$ cat config.mk
export PLATFORM = sky130hd
export DESIGN_NAME = alu_share_arbiter
export DESIGN_NICKNAME = d
export VERILOG_FILES = /design/src/rtl/alu_pkg.sv /design/src/rtl/alu_req_mux.sv /design/src/rtl/alu_share_arbiter.sv
export SDC_FILE = /design/constraint.sdc
export NUM_CORES = 1
export LEC_CHECK = 0
export ABC_AREA = 1
export BUFFER_PORTS_ARGS = -buffer_cell sky130_fd_sc_hd__buf_2
export CELL_PAD_IN_SITES_DETAIL_PLACEMENT = 0
export CELL_PAD_IN_SITES_GLOBAL_PLACEMENT = 2
export CORE_UTILIZATION = 24
export DETAILED_ROUTE_END_ITERATION = 7
export PLACE_DENSITY = 0.94
export SYNTH_ARGS = -nofsm -noshare
export SYNTH_HDL_FRONTEND = slang
export SYNTH_SLANG_ARGS = --single-unit
$ cat constraint.sdc
create_clock -name clk -period 3.5 [get_ports clk]
set_clock_uncertainty 0.1 [all_clocks]
set_input_delay 0.175 -clock clk [delete_from_list [all_inputs] [get_ports clk]]
set_output_delay 0.175 -clock clk [all_outputs]
set_load 0.03 [all_outputs]
$ cat src/rtl/alu_pkg.sv
// Shared definitions for the ALU sharing logic.
//   DATA_W / OP_W : default operand/result and opcode widths
//   state_t       : arbiter FSM state encoding
//   GNT_P0/GNT_P1 : grant encoding (also the alu_sel value)
package alu_pkg;

  localparam int DATA_W = 32;
  localparam int OP_W   = 5;

  typedef enum logic [1:0] {
    ST_IDLE = 2'd0,
    ST_BUSY = 2'd1,
    ST_RESP = 2'd2
  } state_t;

  localparam logic GNT_P0 = 1'b0;
  localparam logic GNT_P1 = 1'b1;

endpackage

$ cat src/rtl/alu_req_mux.sv
// 2:1 word select between the two requester ports.
//   sel : grant (GNT_P0 selects d0, GNT_P1 selects d1)
//   d0  : word from port 0
//   d1  : word from port 1
//   y   : selected word
module alu_req_mux #(
  parameter int W = alu_pkg::DATA_W
) (
  input  logic         sel,
  input  logic [W-1:0] d0,
  input  logic [W-1:0] d1,
  output logic [W-1:0] y
);
  import alu_pkg::*;

  assign y = (sel == GNT_P1) ? d1 : d0;

endmodule

$ cat src/rtl/alu_share_arbiter.sv
// Shares one ALU between two requesters (port 0: fetch/branch-target,
// port 1: execute). One operation in flight at a time, round-robin on ties.
//   req0_* / req1_*   : request channels (valid/ready, op, a, b)
//   rsp0_* / rsp1_*   : response channels (valid/ready), rsp_data shared
//   alu_sel           : registered grant of the operation in flight
//   alu_start         : one-cycle launch strobe
//   alu_op/alu_a/alu_b: registered operation, held until the next grant
//   alu_done/result   : ALU completion pulse and result
module alu_share_arbiter #(
  parameter int DATA_W = alu_pkg::DATA_W,
  parameter int OP_W   = alu_pkg::OP_W
) (
  input  logic              clk,
  input  logic              rst_n,
  input  logic              req0_valid,
  output logic              req0_ready,
  input  logic [OP_W-1:0]   req0_op,
  input  logic [DATA_W-1:0] req0_a,
  input  logic [DATA_W-1:0] req0_b,
  input  logic              req1_valid,
  output logic              req1_ready,
  input  logic [OP_W-1:0]   req1_op,
  input  logic [DATA_W-1:0] req1_a,
  input  logic [DATA_W-1:0] req1_b,
  output logic              rsp0_valid,
  input  logic              rsp0_ready,
  output logic              rsp1_valid,
  input  logic              rsp1_ready,
  output logic [DATA_W-1:0] rsp_data,
  output logic              alu_sel,
  output logic              alu_start,
  output logic [OP_W-1:0]   alu_op,
  output logic [DATA_W-1:0] alu_a,
  output logic [DATA_W-1:0] alu_b,
  input  logic              alu_done,
  input  logic [DATA_W-1:0] alu_result
);
  import alu_pkg::*;

  state_t            state, state_nxt;
  logic              last_grant;
  logic              winner;
  logic              grant;
  logic              done_take;
  logic              rsp_take;
  logic [OP_W-1:0]   op_mux;
  logic [DATA_W-1:0] a_mux, b_mux;

  // alu_done in the launch cycle belongs to no operation we can trust yet.
  assign done_take = (state == ST_BUSY) && alu_done && !alu_start;
  assign rsp_take  = (rsp0_valid && rsp0_ready) || (rsp1_valid && rsp1_ready);

  // NOTE: every combinational output gets a default first so no path
  // through the block leaves it unassigned and infers a latch.
  always_comb begin
    winner     = GNT_P0;
    grant      = 1'b0;
    req0_ready = 1'b0;
    req1_ready = 1'b0;
    state_nxt  = state;
    if (req0_valid && req1_valid) begin
      winner = ~last_grant;
    end else if (req1_valid) begin
      winner = GNT_P1;
    end
    unique case (state)
      ST_IDLE: begin
        grant      = req0_valid || req1_valid;
        req0_ready = grant && (winner == GNT_P0);
        req1_ready = grant && (winner == GNT_P1);
        if (grant) state_nxt = ST_BUSY;
      end
      ST_BUSY: if (done_take) state_nxt = ST_RESP;
      ST_RESP: if (rsp_take)  state_nxt = ST_IDLE;
      default: state_nxt = ST_IDLE;
    endcase
  end

  // NOTE: sequential state uses non-blocking assignments so every register
  // samples the pre-edge values regardless of statement order.
  always_ff @(posedge clk or negedge rst_n) begin
    if (!rst_n) state <= ST_IDLE;
    else        state <= state_nxt;
  end

  alu_req_mux #(.W(OP_W))   u_mux_op (.sel(winner), .d0(req0_op), .d1(req1_op), .y(op_mux));
  alu_req_mux #(.W(DATA_W)) u_mux_a  (.sel(winner), .d0(req0_a),  .d1(req1_a),  .y(a_mux));
  alu_req_mux #(.W(DATA_W)) u_mux_b  (.sel(winner), .d0(req0_b),  .d1(req1_b),  .y(b_mux));

  // last_grant resets to port 1 so port 0 wins the first tie.
  always_ff @(posedge clk or negedge rst_n) begin
    if (!rst_n) begin
      last_grant <= GNT_P1;
      alu_sel    <= GNT_P0;
      alu_start  <= 1'b0;
      alu_op     <= '0;
      alu_a      <= '0;
      alu_b      <= '0;
      rsp_data   <= '0;
      rsp0_valid <= 1'b0;
      rsp1_valid <= 1'b0;
    end else begin
      alu_start <= 1'b0;
      if (grant) begin
        alu_op     <= op_mux;
        alu_a      <= a_mux;
        alu_b      <= b_mux;
        alu_sel    <= winner;
        last_grant <= winner;
        alu_start  <= 1'b1;
      end
      if (done_take) begin
        rsp_data   <= alu_result;
        rsp0_valid <= (alu_sel == GNT_P0);
        rsp1_valid <= (alu_sel == GNT_P1);
      end
      if (rsp_take) begin
        rsp0_valid <= 1'b0;
        rsp1_valid <= 1'b0;
      end
    end
  end

endmodule

Yosys cells after proc, flatten, opt, wreduce, memory -nomap -nowiden

Cells that the tools add are included.

Bits of input ports: 177
Word-level logic and storage cells: 48
Output and inout bits: 107
Register bits: 108

Equality and inequality tests: 5
Mux-type cells: 17
Reductions and logical operators: 13
Bitwise gates (word level): 3

Operator list:

| cell               | number |
|---|---|
| $mux 32            | 2 |
| $mux 1             | 10 |
| $logic_and 1x1->1  | 7 |
| $mux 2             | 3 |
| $ne 2x2->1 const B | 3 |
| $pmux 2 s3         | 1 |
| $mux 5             | 1 |
| $not 1->1          | 3 |
| $reduce_and 3->1   | 1 |
| $eq 2x1->1 const B | 1 |
| $eq 2x2->1 const B | 1 |
| $logic_not 2->1    | 1 |
| $logic_or 1x1->1   | 2 |
| $reduce_bool 2->1  | 1 |
| $logic_not 1->1    | 1 |

Logic depth before layout (Yosys ltp)

Gate-level depths: netlist of run 1.

Depth in word-level cells: 5
Gate-level depth with buffers: 7
Gate-level depth less buffers: 6

Hierarchy

From an unflattened synthesis of run 1, not the netlist that was laid out.

Cell total of the unflattened synthesis: 691
Area, all modules: 5261.3 um2

By module, submodules not included:

| module                    | area an instance (um2) | cells an instance | instances | seq. area each (um2) |
|---|---|---|---|---|
| alu_share_arbiter         | 4217.8                 | 467               | 1         | 2703.8 |
| alu_req_mux (u_mux_a ...) | 491.7                  | 104               | 2         | 0.0 |
| alu_req_mux (u_mux_op)    | 60.1                   | 16                | 1         | 0.0 |

Least setup slack after synthesis of run 1

OpenSTA, ideal clock, no wires.

Path type: reg-to-output
From: register state[0]
To: output port req0_ready
Buffers on the path: 1
Data required time: 3.225 ns
Setup slack: 1.819 ns
Data arrival time: 1.406 ns
Stages on the path, launching flop included: 7
Path through: dfrtp_1 inv_1 nand2_1 nor2_8 inv_4 buf_2 a21oi_1

Word-level cells in the longest chain between the ends: 2

RTL lines:

| element                  | line                    | text |
|---|---|---|
| start: declaration       | alu_share_arbiter.sv:40 | `state_t state, state_nxt;` |
| start signal: assignment | alu_share_arbiter.sv:83 | `else state <= state_nxt;` |
| $logic_not 2->1          | alu_share_arbiter.sv:66 | `unique case (state)` |
| $mux 1                   | alu_share_arbiter.sv:66 |  |
| end: declaration         | alu_share_arbiter.sv:16 | `output logic req0_ready,` |

No other way between the ends.

Worst setup path after layout of run 1

From: register last_grant
To: output port req1_ready

Word-level cells in the longest chain between the ends: 4

RTL lines:

| element                  | line                     | text |
|---|---|---|
| start: declaration       | alu_share_arbiter.sv:41  | `logic last_grant;` |
| start signal: assignment | alu_share_arbiter.sv:109 | `last_grant <= winner;` |
| $not 1->1                | alu_share_arbiter.sv:62  | `winner = ~last_grant;` |
| $mux 1                   | alu_share_arbiter.sv:61  | `if (req0_valid && req1_valid) begin` |
| $logic_and 1x1->1        | alu_share_arbiter.sv:70  | `req1_ready = grant && (winner == GNT_P1);` |
| $mux 1                   | alu_share_arbiter.sv:66  |  |
| end: declaration         | alu_share_arbiter.sv:21  | `output logic req1_ready,` |

No other way between the ends.

==> metrics, run 1 <==
outcome finished, final reports clean; # diodes 0; Yosys warning count 0; DRC viols 0; vias in the first global route 5302; setup_tns 0 ns; CTS Sinks 108; postcts setup bufs 0; Final setup viols 0; Post-Synthesis Cells 695; Rel. slew slack 0.225; die width 148 um; number of synthesized register bits 108; Peak Freq 416 MHz; Final Instance Area 7590 um2; prevailing post-synth register cell dfrtp_1; Peak supply drop 0.000370 V; synthesized net count 872; detailed router's first-iteration violation count 233; H-tree depth 3; dpl cell area 6710 um2; via count of the routed design 5442; Seq/Total Area, Yosys 0.532; Final Hold Fails 0; CP Launch Type flop; max cap viols 0; GR peak layer met2; met3 Resource Use GR 0.0343; share of layout cells above drive strength 1 0.307; Initial Utilization 0.248; core box area 20500 um2; drt first pass iters 6; Longest Clk Path Bufs 2; number of cell rows 52; drt wl/cell 13.6 um; CP Capture Type output port; Chip Height 148 um; worst skew pair latency 0.34 ns; PortBufs 283; actual slew at the worst max-slew pin 1.16 ns; largest net degree at the start of global routing 73; # IOs 284; flop2flop setup slack 1.46 ns; syn avg cell area 7.31 um2; EDFF count, synth 0; area delta synth->final 49.4%; WP data required 3.22 ns; most common cell after layout, fill and taps aside nand2_1; grt met1 use 0.194; Root Driver clkbuf_16; Post-CTS Resized 0; Reg clk slew, reported paths 0.07 ns; Leakage 4.51 nW; unrepaired setup endpoints after global routing no; GRT overflow 0; Total Wirelength 17500 um; initial antenna violation count 0; CTS buffer count 9; Final HPWL DP 11700 um; DIE AREA 21800 um2; FFs w/ async S/R, synth 1.00; antenna-violating nets left 0; critical path class flop to output port; CTS tree yes; Yosys cell types 18; # hold bufs at CTS 57; Crit path arrival time 2.13 ns; Tmin final 2.40 ns; Final Cycle Share 0.686; Power Density 880 nW/um2; GRT Util Overall 0.161; first-pass GRT wire length 27400 um; Post-Syn Area 5080 um2; most frequent cells in the layout nand2_1 (447), buf_2 (282), dfrtp_1 (107); CP Max Fanout 41; grt met2 use 0.290; RD Place Congestion 0.760; Worst Hold Class input port to flop; fin. max-slew vios 0; routed vias/inst 4.24; Layout Nets 1188
==> worst paths after layout <==
kind | startpoint | end | cells after the start
min in group asynchronous | rst_n | rsp_data[22]$_DFFE_PN0P_ | 2
setup / recovery | last_grant$_DFFE_PN1P_ | req1_ready | 5
max in group asynchronous | rst_n | alu_op[4]$_DFFE_PN0P_ | 3
hold / removal | req0_b[8] | alu_b[8]$_DFFE_PN0P_ | 5
setup reg to reg | last_grant$_DFFE_PN1P_ | alu_sel$_DFFE_PN0P_ | 6
hold reg to reg | rsp_data[9]$_DFFE_PN0P_ | rsp_data[9]$_DFFE_PN0P_ | 2
==> layout make-up <==
class,count,area (um2)
fill,2143,12900
sequential,108,2700
multi-input combinational,533,2140
timing repair buffer,347,2050
tap,270,338
clock buffer,11,253
clock inverter,4,57.6
inverter,12,47.5
==> through the flow <==
step            util  total power [W]  worst slack (ns)  hold slack, ns  std cells
2_1_floorplan      -          0.00452              1.82          -0.221        695
3_3_place_gp   0.328          0.00560              1.42           0.180       1213
3_5_place_dp   0.328          0.00564              1.41           0.181       1213
4_1_cts        0.371          0.00681              1.01       0.0000254       1285
5_1_grt        0.371          0.00719             0.887         0.00970       1285
6_report       0.371          0.00668              1.10          0.0150       1285
==> metal layers <==
layer,vias to the layer above,part of all wire
li1,2759,-
met1,2494,0.44
met2,176,0.50
met3,13,0.052
met4,0,0.010
met5,-,0
==> power by group <==
part	switching (W)	total [W]	internal, W
registers	0.000309	0.00216	0.00185
clock network	0.000474	0.00107	0.000597
logic	0.00250	0.00345	0.000949
total	0.00329	0.00668	0.00339
==> Yosys cell counts (2+ instances only) <==
library cell / number / area, um2
nand2_1: 447 / 1680
dfrtp_1: 107 / 2680
nand3_1: 73 / 365
buf_2: 28 / 140
inv_1: 11 / 41.3
buf_1: 7 / 26.3
clkbuf_1: 7 / 26.3
nand3b_1: 3 / 22.5
nand2_2: 2 / 12.5
o21ai_0: 2 / 10.0
==> worst max-delay path: stages (launching register included) <==
cell     delay (ns)
dfstp_2        0.54
nand2_2        0.33
nand2_2        0.17
buf_4          0.43
nor2_1         0.10
buf_2          0.20
==> cells by family after synthesis <==
kind of cell           synth area share
and+or+nand+nor                   0.417
DFF                               0.532
buffers and inverters            0.0473
AOI/OAI and AO/OA               0.00394
==> registers in the layout, indices dropped and copies added, names as in the netlist <==
signal and cells:
alu_a 32, alu_b 32, rsp_data 32, alu_op 5, state 2, alu_sel 1, alu_start 1, last_grant 1
rsp0_valid 1, rsp1_valid 1
(Power assumes the default switching activity.)
==> run 2: changes to the inputs <==
CORE_UTILIZATION = 23   (was 24)
PLACE_DENSITY = 0.91   (was 0.94)
clock period = 2.3 ns   (was 3.5 ns; I/O delays follow)
==> metrics, run 2 (synthesis gave the netlist of run 1 again) <==
area delta synth->final 69.6%; DRC viols 0; via count of the routed design 5788; actual slew at the worst max-slew pin 0.518 ns; Flop pwr share 0.314; Longest Clk Path Bufs 2; # fillers 2291; crit path max-delay cell type dlygate4sd3_1; vias in the first global route 5474; unrepaired setup endpoints after global routing no; Root Driver clkbuf_16; GRT overflow 0; GRT Util Overall 0.159; Peak Freq 488 MHz; Finished Core Util 0.396; Power Density 1210 nW/um2; dpl cells 1229; Tmin final 2.05 ns; Comb pwr share 0.537; die width 151 um; most frequent cells in the layout nand2_1 (447), buf_2 (282), dlygate4sd3_1 (151); largest net degree at the start of global routing 71; detailed router's first-iteration violation count 169; Clock Power Share 0.149; Chip Height 151 um; max cap viols 0; most common cell after layout, fill and taps aside nand2_1; Worst Hold Class input port to flop; Reg clk slew, reported paths 0.08 ns; initial antenna violation count 2; CP max stage delay 0.55 ns; antenna-violating nets left 0; Leakage 4.95 nW; critical path class flop to flop; RD Place Congestion 0.768; DIE AREA 22700 um2; Crit path arrival time 2.24 ns; Final Cycle Share 0.892; Peak supply drop 0.000340 V; postcts setup bufs 0; outcome finished, final reports clean; CTS Sinks 108; CP Max Fanout 19; largest registers alu_a x32, alu_b x32, rsp_data x32; CTS tree yes; Final Hold Fails 0; # IOs 284; register area 2700 um2; max layer used met5; Final setup viols 0; drt wl/cell 13.1 um; share of layout cells above drive strength 1 0.286; Worst Path Buf+Inv 2; Pwr Total 0.0105 W; CP Capture Type flop; crit-path most repeated cell nand2_1; drt first pass iters 4; Psw 0.00508 W; hold slack 0.00881 ns; Layout Nets 1288; Rel. slew slack 0.655; Total Wirelength 18300 um; met2 wire len 8740 um; setup_tns 0 ns; WP data required 2.49 ns; routed vias/inst 4.14; Non-Filler Instances 1397; Final HPWL DP 12400 um; worst path cell trace nand2_2, nand2_4, buf_4, nand2_1, nand2_1, dlygate4sd3_1, nand2_1, nand2_1; switch share 0.486; internal power 0.00537 W; Initial Utilization 0.234; core box area 21800 um2; CP delay by family, top buffers and inverters; footprint of the multi-input gates 2140 um2; Met1 Wirelength 8140 um; CTS buffer count 9; H-tree depth 3; PortBufs 283; met3 routed WL 1200 um; first-pass GRT wire length 28000 um; CP Launch Type flop; worst skew pair latency 0.35 ns; fin. max-slew vios 0; number of cell rows 54
run 2: repair_timing:
item / in CTS / in global routing
setup endpoints to repair: 0 / 12
hold buffers: 151 / 0
gates resized for setup: 0 / 1
hold endpoints to repair: 137 / 0
run 2: worst reg2reg max path, stage by stage, from the launching register on:
cell and delay [ns]:
dfstp_2 0.54, nand2_2 0.08, nand2_4 0.19, buf_4 0.28, nand2_1 0.08, nand2_1 0.06
dlygate4sd3_1 0.55, nand2_1 0.05, nand2_1 0.06
run 2: through the flow:
stage | cell area, um2 | worst slack (ns)
6_report | 8620 | 0.249
5_1_grt | 8620 | 0.0938
2_1_floorplan | 5080 | 0.679
4_1_cts | 8610 | 0.105
3_5_place_dp | 6810 | 0.590
3_3_place_gp | 6810 | 0.603
run 2: worst paths after layout:
kind / startpoint / end / slack, ns / cells past startpoint
worst max-delay path: last_grant$_DFFE_PN1P_ / alu_b[15]$_DFFE_PN0P_ / 0.25 / 8
worst min-delay path: rsp0_ready / state[1]$_DFFE_PN0P_ / 0.009 / 4
worst max register to register: last_grant$_DFFE_PN1P_ / alu_b[15]$_DFFE_PN0P_ / 0.25 / 8
worst min register to register: rsp_data[7]$_DFFE_PN0P_ / rsp_data[7]$_DFFE_PN0P_ / 0.37 / 2
max in group asynchronous: rst_n / rsp_data[23]$_DFFE_PN0P_ / 1.14 / 3
min in group asynchronous: rst_n / alu_a[20]$_DFFE_PN0P_ / 0.17 / 2
run 2: layer usage:
metal,GRT usage,up-vias
li1,-,2962
met1,0.202,2605
met2,0.267,203
met3,0.0379,16
met4,0.0445,2
met5,0,-
run 2: layout make-up:
class	instances	area share
Multi-Input combinational cell	533	0.249
Timing Repair Buffer	447	0.357
Antenna cell	1	0.000290
Clock buffer	11	0.0293
Sequential cell	108	0.314
Inverter	12	0.00552
Clock inverter	5	0.00479
Tap cell	280	0.0406
run 2: power groups by stage:
stage          sequential, W  clock, W  combinational (W)
2_1_floorplan        0.00501         0            0.00187
3_3_place_gp         0.00331         0            0.00532
3_5_place_dp         0.00330         0            0.00537
4_1_cts              0.00329   0.00161            0.00570
5_1_grt              0.00340   0.00170            0.00615
6_report             0.00329   0.00156            0.00561
